File: src/rtl/lsu_mem_ctrl.sv
// lsu_mem_ctrl: RV32 load/store unit front-end; aligns sub-word accesses onto a
// word-wide memory handshake and returns lane-0 aligned load data.
module lsu_mem_ctrl #(
    parameter int TIMEOUT = 255
) (
    input  logic        clk_i,
    input  logic        rst_ni,
    input  logic        req_valid_i,
    output logic        req_ready_o,
    input  logic        req_we_i,
    input  logic [2:0]  req_funct3_i,
    input  logic [31:0] req_addr_i,
    input  logic [31:0] req_wdata_i,
    output logic        mem_valid_o,
    input  logic        mem_ready_i,
    output logic        mem_we_o,
    output logic [31:0] mem_addr_o,
    output logic [3:0]  mem_be_o,
    output logic [31:0] mem_wdata_o,
    input  logic        mem_rvalid_i,
    input  logic [31:0] mem_rdata_i,
    output logic        ld_valid_o,
    output logic [31:0] ld_data_o,
    output logic [3:0]  mask_o,
    output logic        unsign_o,
    output logic        err_o,
    output logic        busy_o
);
    localparam int CW = $clog2(TIMEOUT + 1);
    // The final RESP cycle is the one whose increment would reach TIMEOUT.
    localparam logic [CW-1:0] LAST = CW'(TIMEOUT - 1);

    typedef enum logic [1:0] {IDLE, REQ, RESP} state_t;

    state_t        r_state;
    logic [CW-1:0] r_cnt;
    logic          r_we;
    logic [2:0]    r_f3;
    logic [1:0]    r_off;
    logic [3:0]    w_mask;
    logic [3:0]    w_ld_mask;
    logic          w_illegal;

    assign w_mask    = req_funct3_i[1:0] == 2'b00 ? 4'b0001 :
                       req_funct3_i[1:0] == 2'b01 ? 4'b0011 :
                       req_funct3_i[1:0] == 2'b10 ? 4'b1111 : 4'b0000;
    assign w_ld_mask = r_f3[1:0] == 2'b00 ? 4'b0001 :
                       r_f3[1:0] == 2'b01 ? 4'b0011 : 4'b1111;
    assign w_illegal = req_funct3_i == 3'b011 || req_funct3_i == 3'b110 ||
                       req_funct3_i == 3'b111 ||
                       (req_funct3_i[1:0] == 2'b01 && req_addr_i[0]) ||
                       (req_funct3_i[1:0] == 2'b10 && req_addr_i[1:0] != 2'b00);

    assign req_ready_o = r_state == IDLE;
    assign busy_o      = r_state != IDLE;

    always_ff @(posedge clk_i or negedge rst_ni) begin
        if (!rst_ni) begin
            r_state     <= IDLE;
            r_cnt       <= '0;
            r_we        <= 1'b0;
            r_f3        <= 3'b000;
            r_off       <= 2'b00;
            mem_valid_o <= 1'b0;
            mem_we_o    <= 1'b0;
            mem_addr_o  <= '0;
            mem_be_o    <= '0;
            mem_wdata_o <= '0;
            ld_valid_o  <= 1'b0;
            ld_data_o   <= '0;
            mask_o      <= '0;
            unsign_o    <= 1'b0;
            err_o       <= 1'b0;
        end else begin
            ld_valid_o <= 1'b0;
            err_o      <= 1'b0;
            case (r_state)
                IDLE: if (req_valid_i) begin
                    if (w_illegal) begin
                        err_o <= 1'b1;
                    end else begin
                        r_we        <= req_we_i;
                        r_f3        <= req_funct3_i;
                        r_off       <= req_addr_i[1:0];
                        mem_valid_o <= 1'b1;
                        mem_we_o    <= req_we_i;
                        mem_addr_o  <= {req_addr_i[31:2], 2'b00};
                        mem_be_o    <= w_mask << req_addr_i[1:0];
                        mem_wdata_o <= req_wdata_i << {req_addr_i[1:0], 3'b000};
                        r_state     <= REQ;
                    end
                end
                REQ: if (mem_ready_i) begin
                    mem_valid_o <= 1'b0;
                    r_cnt       <= '0;
                    r_state     <= r_we ? IDLE : RESP;
                end
                RESP: if (mem_rvalid_i) begin
                    ld_valid_o <= 1'b1;
                    ld_data_o  <= mem_rdata_i >> {r_off, 3'b000};
                    mask_o     <= w_ld_mask;
                    unsign_o   <= r_f3[2];
                    r_state    <= IDLE;
                end else if (r_cnt == LAST) begin
                    err_o   <= 1'b1;
                    r_state <= IDLE;
                end else begin
                    r_cnt <= r_cnt + 1'b1;
                end
                default: r_state <= IDLE;
            endcase
        end
    end
endmodule

File: config.mk
export PLATFORM = sky130hd
export DESIGN_NAME = lsu_mem_ctrl
export DESIGN_NICKNAME = d
export VERILOG_FILES = /design/src/rtl/lsu_mem_ctrl.sv
export SDC_FILE = /design/constraint.sdc
export NUM_CORES = 1
export LEC_CHECK = 0
export BUFFER_PORTS_ARGS = -buffer_cell sky130_fd_sc_hd__buf_2
export CAP_MARGIN = 30
export CORE_AREA = 3 3 109 111
export CTS_CLUSTER_DIAMETER = 50
export DETAILED_ROUTE_END_ITERATION = 16
export DIE_AREA = 0 0 112 114
export PLACE_DENSITY = 0.85
export SYNTH_ARGS = -nofsm -noshare
export SYNTH_HDL_FRONTEND = slang
export SYNTH_SLANG_ARGS = --single-unit
File: constraint.sdc
create_clock -name clk_i -period 3.2 [get_ports clk_i]
set_input_delay 0.64 -clock clk_i [delete_from_list [all_inputs] [get_ports clk_i]]
set_output_delay 0.64 -clock clk_i [all_outputs]
set_load 0.1 [all_outputs]
Yosys cells after proc, flatten, opt, wreduce, memory -nomap -nowiden
Cells that the tools add are included.
W data, S select, Z words.

word-level totals
  word-level logic and storage cells = 79
  register bits after elaboration = 122
  output and inout port bits = 111

cells by class
  bitwise operators = 1
  shift-type cells = 3
  reduce and logical (&&, ||, !) cells = 18
  equality and inequality tests = 15
  mux-type cells = 27
  $add $sub $neg = 1

operators with widths
  cell                   count
  $shl A32 B5 Y32        1
  $shr A32 B5 Y32        1
  $mux W8                3
  $mux W4                5
  $pmux W8 S2            1
  $mux W2                6
  $reduce_and A4 Y1      3
  $ne A2 B2 Y1 const B   5
  $mux W1                9
  $add A8 B1 Y8 const B  1
  $eq A8 B8 Y1 const B   1
  $reduce_bool A2 Y1     4
  $eq A2 B1 Y1 const B   3
  $eq A3 B3 Y1 const B   2
  $logic_not A2 Y1       3
  $pmux W2 S3            1
  $eq A2 B2 Y1 const B   2
  $logic_or A1 B1 Y1     4
  $pmux W1 S2            2
  $shl A4 B2 Y4          1
  $eq A3 B2 Y1 const B   1
  $ne A3 B3 Y1 const B   1
  $reduce_and A3 Y1      1
  $logic_and A1 B1 Y1    2
  2 further kinds        2

Longest topological paths before layout
Gate-level depths: netlist (run 1).

  depth after elaboration = 8
  gate-level depth with buffers = 8
  mapped depth without buffers = 6

Least setup slack after synthesis (run 1)
Ideal clock, no wire load.

  kind = register to output
  from = register r_state[0]
  to = output busy_o
  stages on the path, launching flop included = 3
  path buffers = 0
  slack = -0.172 ns
  data arrival time = 2.732 ns
  data required time = 2.560 ns
  cells stage by stage = dfrtp_1 > nor2_1 > inv_1

on the way
  word-level cells in the longest chain between the ends = 1

RTL lines
  item                    RTL line  source
  start, declared         35        state_t r_state;
  start signal, assigned  96        r_state <= r_we ? IDLE : RESP;
  $reduce_bool A2 Y1      55        assign busy_o = r_state != IDLE;
  end, declared           27        output logic busy_o

No other way between the ends.

Worst setup path in the final report (run 1)
  from = register r_state[0]
  to = output req_ready_o

on the way
  word-level cells in the longest chain between the ends = 1

RTL lines
  item              RTL line  source
  $logic_not A2 Y1  54        assign req_ready_o = r_state == IDLE;
  end, declared     9         output logic req_ready_o,

No other way between the ends.

==> results.md, run 1 <==
| Quantity | Value | Unit |
|---|---|---|
| Max Clock Skew | 6.790 | ps |
| CTS max path bufs | 2 | - |
| # fillers | 803 | - |
| Clk slew on worst S/H paths | 60 | ps |
| Xor/xnor share of the synthesized area | 0.1525 | % |
| Count of unique library cells instantiated by Yosys | 41 | - |
| Post-synthesis sequential area ratio | 52.71 | % |
| Floorplan row count | 38 | - |
| CTS HTree Levels | 4 | - |
| Unrepaired setup endpoints after global routing | no | - |
| Req. time, crit path | 2560 | ps |
| Proportion of layout cells with a drive suffix above 1 | 41.04 | % |
| Multiplexer area fraction after synthesis | 17.95 | % |
| Slowest cell on crit path | sky130_fd_sc_hd__buf_2 | - |
| Synth Cell Area | 0.005744 | mm^2 |
| Finished layout cell area | 0.007536 | mm^2 |
| DRC violation count after routing | 0 | - |
| Antenna viol nets, final | 0 | - |
| Pin count of the biggest net entering global routing | 77 | - |
| Number of vias after detailed routing | 4775 | - |
| # port buffers | 213 | - |
| Library cell with the largest summed area after synthesis | sky130_fd_sc_hd__dfrtp_1 | - |
| Detail Placement HPWL | 10870 | um |
| Combinational family with the most area after synthesis | multiplexers | - |
| Hold WC Path Type | input pin to flip-flop | - |
| Drt first-iter violations | 372 | - |
| Aggregate routed wire length | 14800 | um |
| Crit-path max cell delay | 490 | ps |
| Die Y-Extent | 114 | um |
| TritonCTS clock tree | yes | - |
| Length of the first detailed-routing pass in iterations | 4 | - |
| Fin Setup TNS | 0 | ps |
| Status | completed | - |
| Footprint of the multi-input gates | 0.002506 | mm^2 |
| TritonCTS buffer count | 17 | - |
| N_diodes | 0 | - |
| Ratio of final minimum period to clock period | 72.63 | % |
| Std-Cell Core Area | 0.01089 | mm^2 |
| Yosys warning count | 0 | - |
| Routed vias/inst | 5.377 | - |
| Number of standard cells after synthesis | 528 | - |
| Avg Inst Size Synth | 10.88 | um^2 |
| Clk Tree Root Cell | sky130_fd_sc_hd__clkbuf_8 | - |
| Cells taking the most area after synthesis | sky130_fd_sc_hd__dfrtp_1, sky130_fd_sc_hd__mux2i_1, sky130_fd_sc_hd__mux2_2 | - |
| Number of cells in the design after placement | 855 | - |
| Net count of the finished layout | 847 | - |
| Via count of the first global-routing pass | 4844 | - |
| Global routing usage summed across all routing layers | 23.44 | % |
| Area share of fa/ha/maj cells after synthesis | 1.525 | % |
| Initial antenna violation count | 0 | - |
| Flop and latch count out of synthesis | 121 | - |
| Highest attainable clock frequency | 430.3 | MHz |
| Top-level I/O count | 216 | - |
| Die X-Extent | 112 | um |
| Initial Utilization | 52.76 | % |
| Compound-Gate Fraction of Synth Area | 12.76 | % |
| Arrival time of the worst setup path | 1680 | ps |
| Final min period | 2324 | ps |
| Sequential cell area in the final layout | 0.003028 | mm^2 |
| Reported max-cap violation count | 0 | - |
| Final Hold Vio Count | 0 | - |
| First-pass GRT wire length | 24070 | um |
| Cell Area, Placed | 0.006919 | mm^2 |
| Detail-routed net length per standard cell | 16.66 | um |
| Peak fanout along the critical path | 5 | - |
| Yosys top cell area share | 52.71 | % |
| Post CTS Setup Buffer Count | 0 | - |
| Final RePlAce weighted congestion | 0.9185 | - |
| Total count of max-transition violations in the final report | 0 | - |
| Area growth from synthesis to layout | 31.19 | % |
| CTS sink cnt | 121 | - |
| Setup violation total in the final timing report | 0 | - |
| Worst-path cell chain | nor2_2 > buf_2 | - |
| Kind of critical path | flip-flop to primary output | - |
| Simple-gate share of the synthesized area | 10.87 | % |
| Full die area | 0.01277 | mm^2 |
| Remaining Overflow, GRT | 0 | - |
| Type of origin of the critical path | flip-flop | - |
| Insertion delay to the later sink of the worst-skew pair | 500 | ps |
| Headroom to the max-slew limit | 56.98 | % |
| Final Instance Count excl. Fillers | 888 | - |
| Crit. End Element | primary output | - |
| Slew @ Worst Pin | 645.4 | ps |
-- synthesized netlist by cell type (all sizes together) --
master and number:
a211oi 17, a21oi 33, a311oi 1, a31oi 4, and2 1, and3 1, and4 1, buf 23
clkbuf 14, conb 1, dfrtp 121, ha 7, inv 9, mux2 52, mux2i 37, nand2 85
nand2b 3, nand3 1, nand3b 1, nand4 1, nor2 25, nor2b 18, nor3 1, nor3b 1
nor4 1, o2111ai 1, o211ai 2, o21a 1, o21ai 40, o22a 1, o311ai 1, o31ai 18
o41ai 1, or2 2, or3b 1, xor2 1
-- layout by cell type, fill, tap and decap left out, types with 2 or more instances in the layout --
| cell type | netlist | routed |
|---|---|---|
| sky130_fd_sc_hd__clkbuf_1 | 14 | 3 |
| sky130_fd_sc_hd__o211ai_1 | 2 | 2 |
| sky130_fd_sc_hd__conb_1 | 1 | 2 |
| sky130_fd_sc_hd__bufinv_16 | 0 | 3 |
| sky130_fd_sc_hd__nand2_1 | 85 | 85 |
| sky130_fd_sc_hd__nor2_1 | 25 | 24 |
| sky130_fd_sc_hd__inv_1 | 9 | 9 |
| sky130_fd_sc_hd__buf_4 | 4 | 8 |
| sky130_fd_sc_hd__a31oi_1 | 4 | 4 |
| sky130_fd_sc_hd__mux2_4 | 20 | 20 |
| sky130_fd_sc_hd__buf_2 | 14 | 212 |
| sky130_fd_sc_hd__clkinv_2 | 0 | 3 |
| sky130_fd_sc_hd__clkbuf_8 | 0 | 6 |
| sky130_fd_sc_hd__a211oi_1 | 17 | 17 |
| sky130_fd_sc_hd__mux2i_1 | 37 | 37 |
| sky130_fd_sc_hd__ha_1 | 7 | 7 |
| sky130_fd_sc_hd__a21oi_1 | 33 | 33 |
| sky130_fd_sc_hd__buf_12 | 0 | 2 |
| sky130_fd_sc_hd__dfrtp_1 | 121 | 121 |
| sky130_fd_sc_hd__o21ai_0 | 40 | 40 |
| sky130_fd_sc_hd__nor2b_1 | 18 | 18 |
| sky130_fd_sc_hd__o31ai_1 | 18 | 18 |
| sky130_fd_sc_hd__mux2_2 | 32 | 32 |
| sky130_fd_sc_hd__nand2b_1 | 3 | 3 |
| sky130_fd_sc_hd__clkbuf_16 | 0 | 16 |
-- registers in the layout (all words and copies together) (netlist names) --
| name | cells |
|---|---|
| err_o | 1 |
| mask_o | 3 |
| unsign_o | 1 |
| r_off | 2 |
| ld_data_o | 32 |
| mem_valid_o | 1 |
| ld_valid_o | 1 |
| mem_be_o | 4 |
| mem_addr_o | 30 |
| r_state | 2 |
| r_f3 | 3 |
| r_cnt | 8 |
| mem_wdata_o | 32 |
| r_we | 1 |
-- layout make-up --
cell class | count | share of cell area, %
sequential | 121 | 40.18
multi-input combinational | 362 | 33.26
timing repair buffer | 224 | 15.74
clock buffer | 25 | 6.558
clock inverter | 7 | 1.494
tap | 140 | 2.324
inverter | 9 | 0.4483
-- critical path, delay by kind of cell (launching register included) --
family / cells / cell delay (ps)
buffers and inverters: 1 / 490
flip-flops: 1 / 410
AND/OR/NAND/NOR: 1 / 280
-- timing repair --
| action | CTS | global route |
|---|---|---|
| gates resized for setup | 0 | 0 |
| hold buffers | 1 | 0 |
| hold endpoints to repair | 7 | 0 |
-- kinds of logic (layout without fill, tap and decap cells) --
group | after synthesis | in the layout
AND/OR/NAND/NOR | 143 | 143
adder cells (fa/ha/maj) | 7 | 7
multiplexers | 89 | 89
other | 1 | 2
flip-flops | 121 | 121
buffers and inverters | 46 | 265
XOR/XNOR | 1 | 1
AO/OA/AOI/OAI | 120 | 120
-- worst paths after layout --
kind	slack, ps	start	cells after the start	endpoint
worst max-delay path	880	r_state[0]	2	req_ready_o
worst min-delay path	360	mem_ready_i	2	r_state[0]
worst max register to register	1380	r_state[0]	4	mem_addr_o[19]
worst min register to register	470	mask_o[0]	1	mask_o[0]
max in group asynchronous	1890	rst_ni	3	mem_addr_o[7]
min in group asynchronous	500	rst_ni	2	mem_addr_o[21]
-- stage by stage --
step	setup slack (ps)	hold slack, ps	utilization, %
floorplan	541.6	344.4	-
global placement	812.9	444.7	63.41
detailed placement	752.1	448.2	63.55
CTS	838.3	324.0	69.21
global route	811.6	338.5	69.21
finish	875.8	359.9	69.21
-- layer usage --
| metal | vias up | wire (um) | track usage (%) |
|---|---|---|---|
| met5 | - | 0 | 0 |
| met4 | 0 | 250 | 9.054 |
| met3 | 20 | 1231 | 6.631 |
| met2 | 218 | 7125 | 38.29 |
| met1 | 2275 | 6188 | 29.89 |
| li1 | 2262 | - | - |
Power of run 1 is not shown: default switching activity piles up to over one toggle a cycle in this logic, so the estimate is an artifact.
==> run 2: changes to the inputs <==
--- a/config.mk
+++ b/config.mk
@@ -7,11 +7,11 @@
 export LEC_CHECK = 0
 export BUFFER_PORTS_ARGS = -buffer_cell sky130_fd_sc_hd__buf_2
 export CAP_MARGIN = 30
-export CORE_AREA = 3 3 109 111
+export CORE_AREA = 3 3 117 119
 export CTS_CLUSTER_DIAMETER = 50
 export DETAILED_ROUTE_END_ITERATION = 16
-export DIE_AREA = 0 0 112 114
-export PLACE_DENSITY = 0.85
+export DIE_AREA = 0 0 120 122
+export PLACE_DENSITY = 0.78
 export SYNTH_ARGS = -nofsm -noshare
 export SYNTH_HDL_FRONTEND = slang
 export SYNTH_SLANG_ARGS = --single-unit
==> constraint.sdc (replaced) <==
create_clock -name clk_i -period 1.95 [get_ports clk_i]
set_input_delay 0.39 -clock clk_i [delete_from_list [all_inputs] [get_ports clk_i]]
set_output_delay 0.39 -clock clk_i [all_outputs]
set_load 0.1 [all_outputs]
==> run 2 against run 1 <==
  * Hold slack worse by 160 ps
  * Global-route usage is 2.5 points lower
  * Non-clock buffer count is 4 higher
  * Clock-buffer cell count is 4 lower
  * Cell count is 4.1% higher
  * Flip-flop and latch count stayed put
  * Sequential share of layout area is 0.98 points lower
  * Register-to-register slack worse by 1100 ps
  * Core utilization is 8.3 points lower
  * Design area is 2.5% higher
  * Critical path depth stayed put
  * Wire length is 2.0% higher
  * Critical path type unchanged
==> results.md, run 2 (synthesized netlist as in run 1, its figures left out) <==
| Quantity | Value | Unit | vs previous |
|---|---|---|---|
| Number of vias after detailed routing | 4781 | - | was 4775 |
| CTS sink cnt | 121 | - | unchanged |
| Reg2Reg Depth | 4 | - | unchanged |
| Leading cell type in the layout, fill and taps excluded | sky130_fd_sc_hd__buf_2 | - | unchanged |
| Highest attainable clock frequency | 543.7 | MHz |  |
| Fin Setup TNS | 0 | ps | unchanged |
| Drt first-iter violations | 302 | - | was 372 |
| Slowest cell on crit path | sky130_fd_sc_hd__dfrtp_1 | - | was sky130_fd_sc_hd__buf_2 |
| CTS HTree Levels | 4 | - | unchanged |
| Net count of the finished layout | 851 | - | was 847 |
| # port buffers | 213 | - | unchanged |
| N_diodes | 0 | - | unchanged |
| Peak fanout along the critical path | 5 | - | unchanged |
| Hold WC Path Type | input pin to flip-flop | - | unchanged |
| Remaining Overflow, GRT | 0 | - | unchanged |
| Final RePlAce weighted congestion | 0.8626 | - | was 0.9185 |
| Slew @ Worst Pin | 572.5 | ps | was 645.4 ps |
| Family with the most delay on the worst path | flip-flops | - | was buffers and inverters |
| Detail-routed net length per standard cell | 16.34 | um | was 16.66 um |
| Aggregate routed wire length | 15100 | um | was 14800 um |
| Reported max-cap violation count | 0 | - | unchanged |
| Kind of critical path | flip-flop to primary output | - | unchanged |
| Final min period | 1839 | ps |  |
| Length of the first detailed-routing pass in iterations | 7 | - | was 4 |
| Endpoint of the worst-slack reg-to-reg timing path | r_cnt[5] | - | was mem_addr_o[19] |
| Ratio of final minimum period to clock period | 94.32 | % |  |
| Die X-Extent | 120 | um | was 112 um |
| Origin of the worst min-delay path | req_addr_i[16] | - | was mem_ready_i |
| Critical path endpoint | req_ready_o | - | unchanged |
| Top-level I/O count | 216 | - | unchanged |
| Crit-path max cell delay | 440 | ps | was 490 ps |
| Number of cells in the design after placement | 891 | - | was 855 |
| Hold path cells | 2 | - | unchanged |
| Crit. End Element | primary output | - | unchanged |
| Area growth from synthesis to layout | 34.46 | % | was 31.19% |
| Unrepaired setup endpoints after global routing | no | - | unchanged |
| Min Hold Slack | 199.4 | ps | was 359.9 ps |
| Die Y-Extent | 122 | um | was 114 um |
| Headroom to the max-slew limit | 61.76 | % | was 56.98% |
| Worst-path cell chain | nor2_4 > clkbuf_4 | - | was nor2_2 > buf_2 |
| Full die area | 0.01464 | mm^2 | was 0.01277 mm^2 |
| Setup slack, reg-to-reg | 260 | ps | was 1380 ps |
| Final Instance Count excl. Fillers | 924 | - | was 888 |
| Worst setup path startpoint | r_state[1] | - | was r_state[0] |
| Antenna viol nets, final | 0 | - | unchanged |
| Largest registers | ld_data_o x32, mem_wdata_o x32, mem_addr_o x30 | - | unchanged |
| Total count of max-transition violations in the final report | 0 | - | unchanged |
| TritonCTS buffer count | 17 | - | unchanged |
| Global routing usage summed across all routing layers | 20.96 | % | was 23.44% |
| Type of origin of the critical path | flip-flop | - | unchanged |
| Routed vias/inst | 5.174 | - | was 5.377 |
| Floorplan row count | 41 | - | was 38 |
| Pin count of the biggest net entering global routing | 54 | - | was 77 |
| Clk slew on worst S/H paths | 50 | ps | was 60 ps |
| Initial Utilization | 45.33 | % | was 52.76% |
| Insertion delay to the later sink of the worst-skew pair | 420 | ps | was 500 ps |
| Initial antenna violation count | 0 | - | unchanged |
| CTS max path bufs | 2 | - | unchanged |
| Detail Placement HPWL | 11020 | um | was 10870 um |
| Arrival time of the worst setup path | 1450 | ps | was 1680 ps |
| Req. time, crit path | 1560 | ps | was 2560 ps |
| First-pass GRT wire length | 24000 | um | was 24070 um |
| Buffers plus inverters on the worst setup path | 1 | - | unchanged |
| Proportion of layout cells with a drive suffix above 1 | 41.62 | % | was 41.04% |
| Clk Tree Root Cell | sky130_fd_sc_hd__clkbuf_16 | - | was sky130_fd_sc_hd__clkbuf_8 |
| Startpoint of the worst-slack reg-to-reg timing path | r_state[0] | - | unchanged |
| DRC violation count after routing | 0 | - | unchanged |
| Std-Cell Core Area | 0.01267 | mm^2 | was 0.01089 mm^2 |
| TritonCTS clock tree | yes | - | unchanged |
| Post CTS Setup Buffer Count | 0 | - | unchanged |
| Final Hold Vio Count | 0 | - | unchanged |
| Max Clock Skew | 6.159 | ps | was 6.790 ps |
| Core occupancy in the finished layout | 60.96 | % | was 69.21% |
| Via count of the first global-routing pass | 4677 | - | was 4844 |
| Path length in cells of the critical path | 2 | - | unchanged |
| Setup violation total in the final timing report | 0 | - | unchanged |
| Most frequent cells in the layout | sky130_fd_sc_hd__buf_2, sky130_fd_sc_hd__dfrtp_1, sky130_fd_sc_hd__nand2_1 | - | unchanged |
| Status | completed | - | unchanged |
## run 2: layer usage
layer  wire length [um]  vias up  GRT usage, %
li1                   -     2266             -
met1               6519     2270         27.78
met2               7155      228         32.91
met3               1168       17         5.664
met4                252        0         8.304
met5                  0        -             0
## run 2: through the flow
stage	setup WS [ps]	cell area, um^2
after floorplan	-17.02	5756
after global placement	40.21	7024
after detailed placement	-14.66	7024
after CTS	25.17	7721
after global routing	78.08	7724
final	110.8	7724
## run 2: repair_timing
item,CTS,global route
hold endpoints to repair,32,0
gates resized for setup,0,1
endpoints found under the setup margin,0,1
hold buffers,1,0
## run 2: how the worst min path moves through the flow
stage	end	slack, ps
2_1_floorplan	err_o	90
3_3_place_gp	mem_addr_o[20]	370
3_5_place_dp	mem_addr_o[28]	370
4_1_cts	mem_addr_o[16]	190
5_1_grt	mem_addr_o[9]	180
6_report	mem_addr_o[16]	200
## run 2: layout make-up
| type | instances | area, um^2 |
|---|---|---|
| multi-input combinational | 362 | 2511 |
| tap | 172 | 215.2 |
| timing repair buffer | 228 | 1249 |
| clock buffer | 21 | 470.5 |
| clock inverter | 11 | 216.5 |
| inverter | 9 | 33.78 |
| fill | 1037 | 4947 |
| sequential | 121 | 3028 |
Power of run 2 is left out for the same reason.
==> run 3: changes to the inputs <==
--- a/config.mk
+++ b/config.mk
@@ -7,10 +7,10 @@
 export LEC_CHECK = 0
 export BUFFER_PORTS_ARGS = -buffer_cell sky130_fd_sc_hd__buf_2
 export CAP_MARGIN = 30
-export CORE_AREA = 3 3 117 119
+export CORE_AREA = 3 3 150 94
 export CTS_CLUSTER_DIAMETER = 50
 export DETAILED_ROUTE_END_ITERATION = 16
-export DIE_AREA = 0 0 120 122
+export DIE_AREA = 0 0 153 97
 export PLACE_DENSITY = 0.78
 export SYNTH_ARGS = -nofsm -noshare
 export SYNTH_HDL_FRONTEND = slang
==> run 3 against run 2 <==
  * First-iteration DRC count grew 12%
  * Hold slack better by 6.6 ps
  * Non-clock buffer count rose by 1
  * Wire length up 4.2%
  * Design area down 0.94%
  * Core utilization shrank 1.1 points
  * Sequential share of layout area is 0.37 points higher
  * Clock-buffer cell count down 3
  * Cell count down 0.11%
  * Highest routed layer is now met5
==> results.md, run 3 (synthesized netlist as in run 1, its figures left out) <==
| Quantity | Value | Unit | vs previous |
|---|---|---|---|
| DRC violation count after routing | 0 | - | unchanged |
| Area growth from synthesis to layout | 33.20 | % | was 34.46% |
| Startpoint of the worst-slack reg-to-reg timing path | r_state[0] | - | unchanged |
| Origin of the worst min-delay path | mem_ready_i | - | was req_addr_i[16] |
| Initial Utilization | 44.97 | % | was 45.33% |
| Arrival time of the worst setup path | 1480 | ps | was 1450 ps |
| TritonCTS buffer count | 17 | - | unchanged |
| Peak fanout along the critical path | 5 | - | unchanged |
| Aggregate routed wire length | 15720 | um | was 15100 um |
| Unrepaired setup endpoints after global routing | no | - | unchanged |
| Crit. End Element | primary output | - | unchanged |
| Clk slew on worst S/H paths | 50 | ps | about the same |
| DR WL met2 | 7361 | um | was 7155 um |
| Met3 Wirelength | 944 | um | was 1168 um |
| Req. time, crit path | 1560 | ps | about the same |
| Antenna viol nets, final | 0 | - | unchanged |
| Detail-routed net length per standard cell | 17.04 | um | was 16.34 um |
| Number of cells in the design after placement | 890 | - | was 891 |
| Largest registers | ld_data_o x32, mem_wdata_o x32, mem_addr_o x30 | - | unchanged |
| Final Instance Count excl. Fillers | 923 | - | was 924 |
| Reported max-cap violation count | 0 | - | unchanged |
| Most frequent cells in the layout | sky130_fd_sc_hd__buf_2, sky130_fd_sc_hd__dfrtp_1, sky130_fd_sc_hd__nand2_1 | - | unchanged |
| Detail Placement HPWL | 11410 | um | was 11020 um |
| Headroom to the max-slew limit | 53.27 | % | was 61.76% |
| Reg2Reg Depth | 4 | - | unchanged |
| Via count of the first global-routing pass | 4988 | - | was 4677 |
| Leading cell type in the layout, fill and taps excluded | sky130_fd_sc_hd__buf_2 | - | unchanged |
| # fillers | 1041 | - | was 1037 |
| # resized after CTS | 0 | - | unchanged |
| Setup slack, reg-to-reg | 260 | ps | about the same |
| N_diodes | 0 | - | unchanged |
| Proportion of layout cells with a drive suffix above 1 | 41.83 | % | was 41.62% |
| Max Clock Skew | 7.411 | ps | was 6.159 ps |
| Insertion delay to the later sink of the worst-skew pair | 400 | ps | was 420 ps |
| # port buffers | 213 | - | unchanged |
| CTS sink cnt | 121 | - | unchanged |
| First-pass GRT wire length | 25830 | um | was 24000 um |
| Number of vias after detailed routing | 4884 | - | was 4781 |
| Setup violation total in the final timing report | 0 | - | unchanged |
| Final Hold Vio Count | 0 | - | unchanged |
| Endpoint of the worst hold path | r_state[0] | - | was mem_addr_o[16] |
| Hold path cells | 2 | - | unchanged |
| Total routed wire length on the met1 layer | 7212 | um | was 6519 um |
| Global routing usage summed across all routing layers | 21.30 | % | was 20.96% |
| Total count of max-transition violations in the final report | 0 | - | unchanged |
| Std-Cell Core Area | 0.01277 | mm^2 | was 0.01267 mm^2 |
| Net count of the finished layout | 852 | - | was 851 |
| Full die area | 0.01484 | mm^2 | was 0.01464 mm^2 |
| Drt first-iter violations | 339 | - | was 302 |
| Post CTS Setup Buffer Count | 0 | - | unchanged |
| Final RePlAce weighted congestion | 0.8900 | - | was 0.8626 |
| Kind of critical path | flip-flop to primary output | - | unchanged |
| Remaining Overflow, GRT | 0 | - | unchanged |
| Length of the first detailed-routing pass in iterations | 5 | - | was 7 |
| Ratio of final minimum period to clock period | 95.78 | % | was 94.32% |
| Top Metal Used | met5 | - | was met4 |
| Die Y-Extent | 97 | um | was 122 um |
| Status | completed | - | unchanged |
| TritonCTS clock tree | yes | - | unchanged |
| Endpoint of the worst-slack reg-to-reg timing path | r_cnt[5] | - | unchanged |
| Die X-Extent | 153 | um | was 120 um |
| Routed vias/inst | 5.291 | - | was 5.174 |
| Hold WC Path Type | input pin to flip-flop | - | unchanged |
| Type of origin of the critical path | flip-flop | - | unchanged |
| Top-level I/O count | 216 | - | unchanged |
| Highest attainable clock frequency | 535.4 | MHz | was 543.7 MHz |
| Initial antenna violation count | 1 | - | was 0 |
| CTS max path bufs | 2 | - | unchanged |
| Pin count of the biggest net entering global routing | 74 | - | was 54 |
| Clk Tree Root Cell | sky130_fd_sc_hd__clkbuf_16 | - | unchanged |
| Slew @ Worst Pin | 699.5 | ps | was 572.5 ps |
| Floorplan row count | 32 | - | was 41 |
| CTS HTree Levels | 4 | - | unchanged |
| Final min period | 1868 | ps | was 1839 ps |
==> run 3: cell types whose count changed in the layout (fill, tap and decap cells not counted), sizes merged <==
cell,change
buf,+2
bufinv,-3
clkbuf,-4
inv,+2
clkinv,+2
clkinvlp,+2
==> run 3: cell type report <==
cell class / count / area [um^2] / share of cell area (%)
Clock inverter: 14 / 172.7 / 2.257
Tap cell: 170 / 212.7 / 2.780
Multi-Input combinational cell: 362 / 2511 / 32.82
Clock buffer: 18 / 439.2 / 5.740
Inverter: 9 / 33.78 / 0.4415
Sequential cell: 121 / 3028 / 39.57
Timing Repair Buffer: 229 / 1254 / 16.39
==> run 3: per-layer routing <==
layer	up-vias	GRT usage, %
met2	204	33.62
met3	22	5.275
met1	2385	29.46
met5	-	0
met4	2	5.955
li1	2271	-
==> run 3: worst max-delay path, cell delays in order (launching register included) <==
cell	delay (ps)
sky130_fd_sc_hd__dfrtp_1	430
sky130_fd_sc_hd__nor2_4	190
sky130_fd_sc_hd__buf_2	450
==> run 3: how the worst max path moves through the flow <==
stage               startpoint              to  slack (ps)  depth (start not counted)
2_1_floorplan       r_state[1]  mem_addr_o[19]         -20                          5
3_3_place_gp   req_funct3_i[1]  mem_addr_o[31]          20                          7
3_5_place_dp   req_funct3_i[1]  mem_addr_o[31]         -40                          7
4_1_cts             r_state[1]     req_ready_o          60                          2
5_1_grt             r_state[1]     req_ready_o          10                          2
6_report            r_state[1]     req_ready_o          80                          2
==> run 3: metrics by stage <==
stage / setup TNS, ps / worst slack, ps / cell area [um^2] / utilization (%) / hold WS [ps]
2_1_floorplan: -340.1 / -17.02 / 5756 / - / 94.41
4_1_cts: 0 / 64.60 / 7651 / 59.90 / 191.3
3_3_place_gp: 0 / 18.39 / 7029 / 55.04 / 238.9
6_report: 0 / 82.26 / 7651 / 59.90 / 206.0
5_1_grt: 0 / 10.34 / 7651 / 59.90 / 198.3
3_5_place_dp: -70.76 / -36.99 / 7029 / 55.04 / 242.3
==> run 3: repair_timing <==
action | in CTS | in global routing
hold buffers | 1 | 0
endpoints found under the hold margin | 9 | 0
setup endpoints to repair | 0 | 0
Power of run 3 is left out for the same reason.
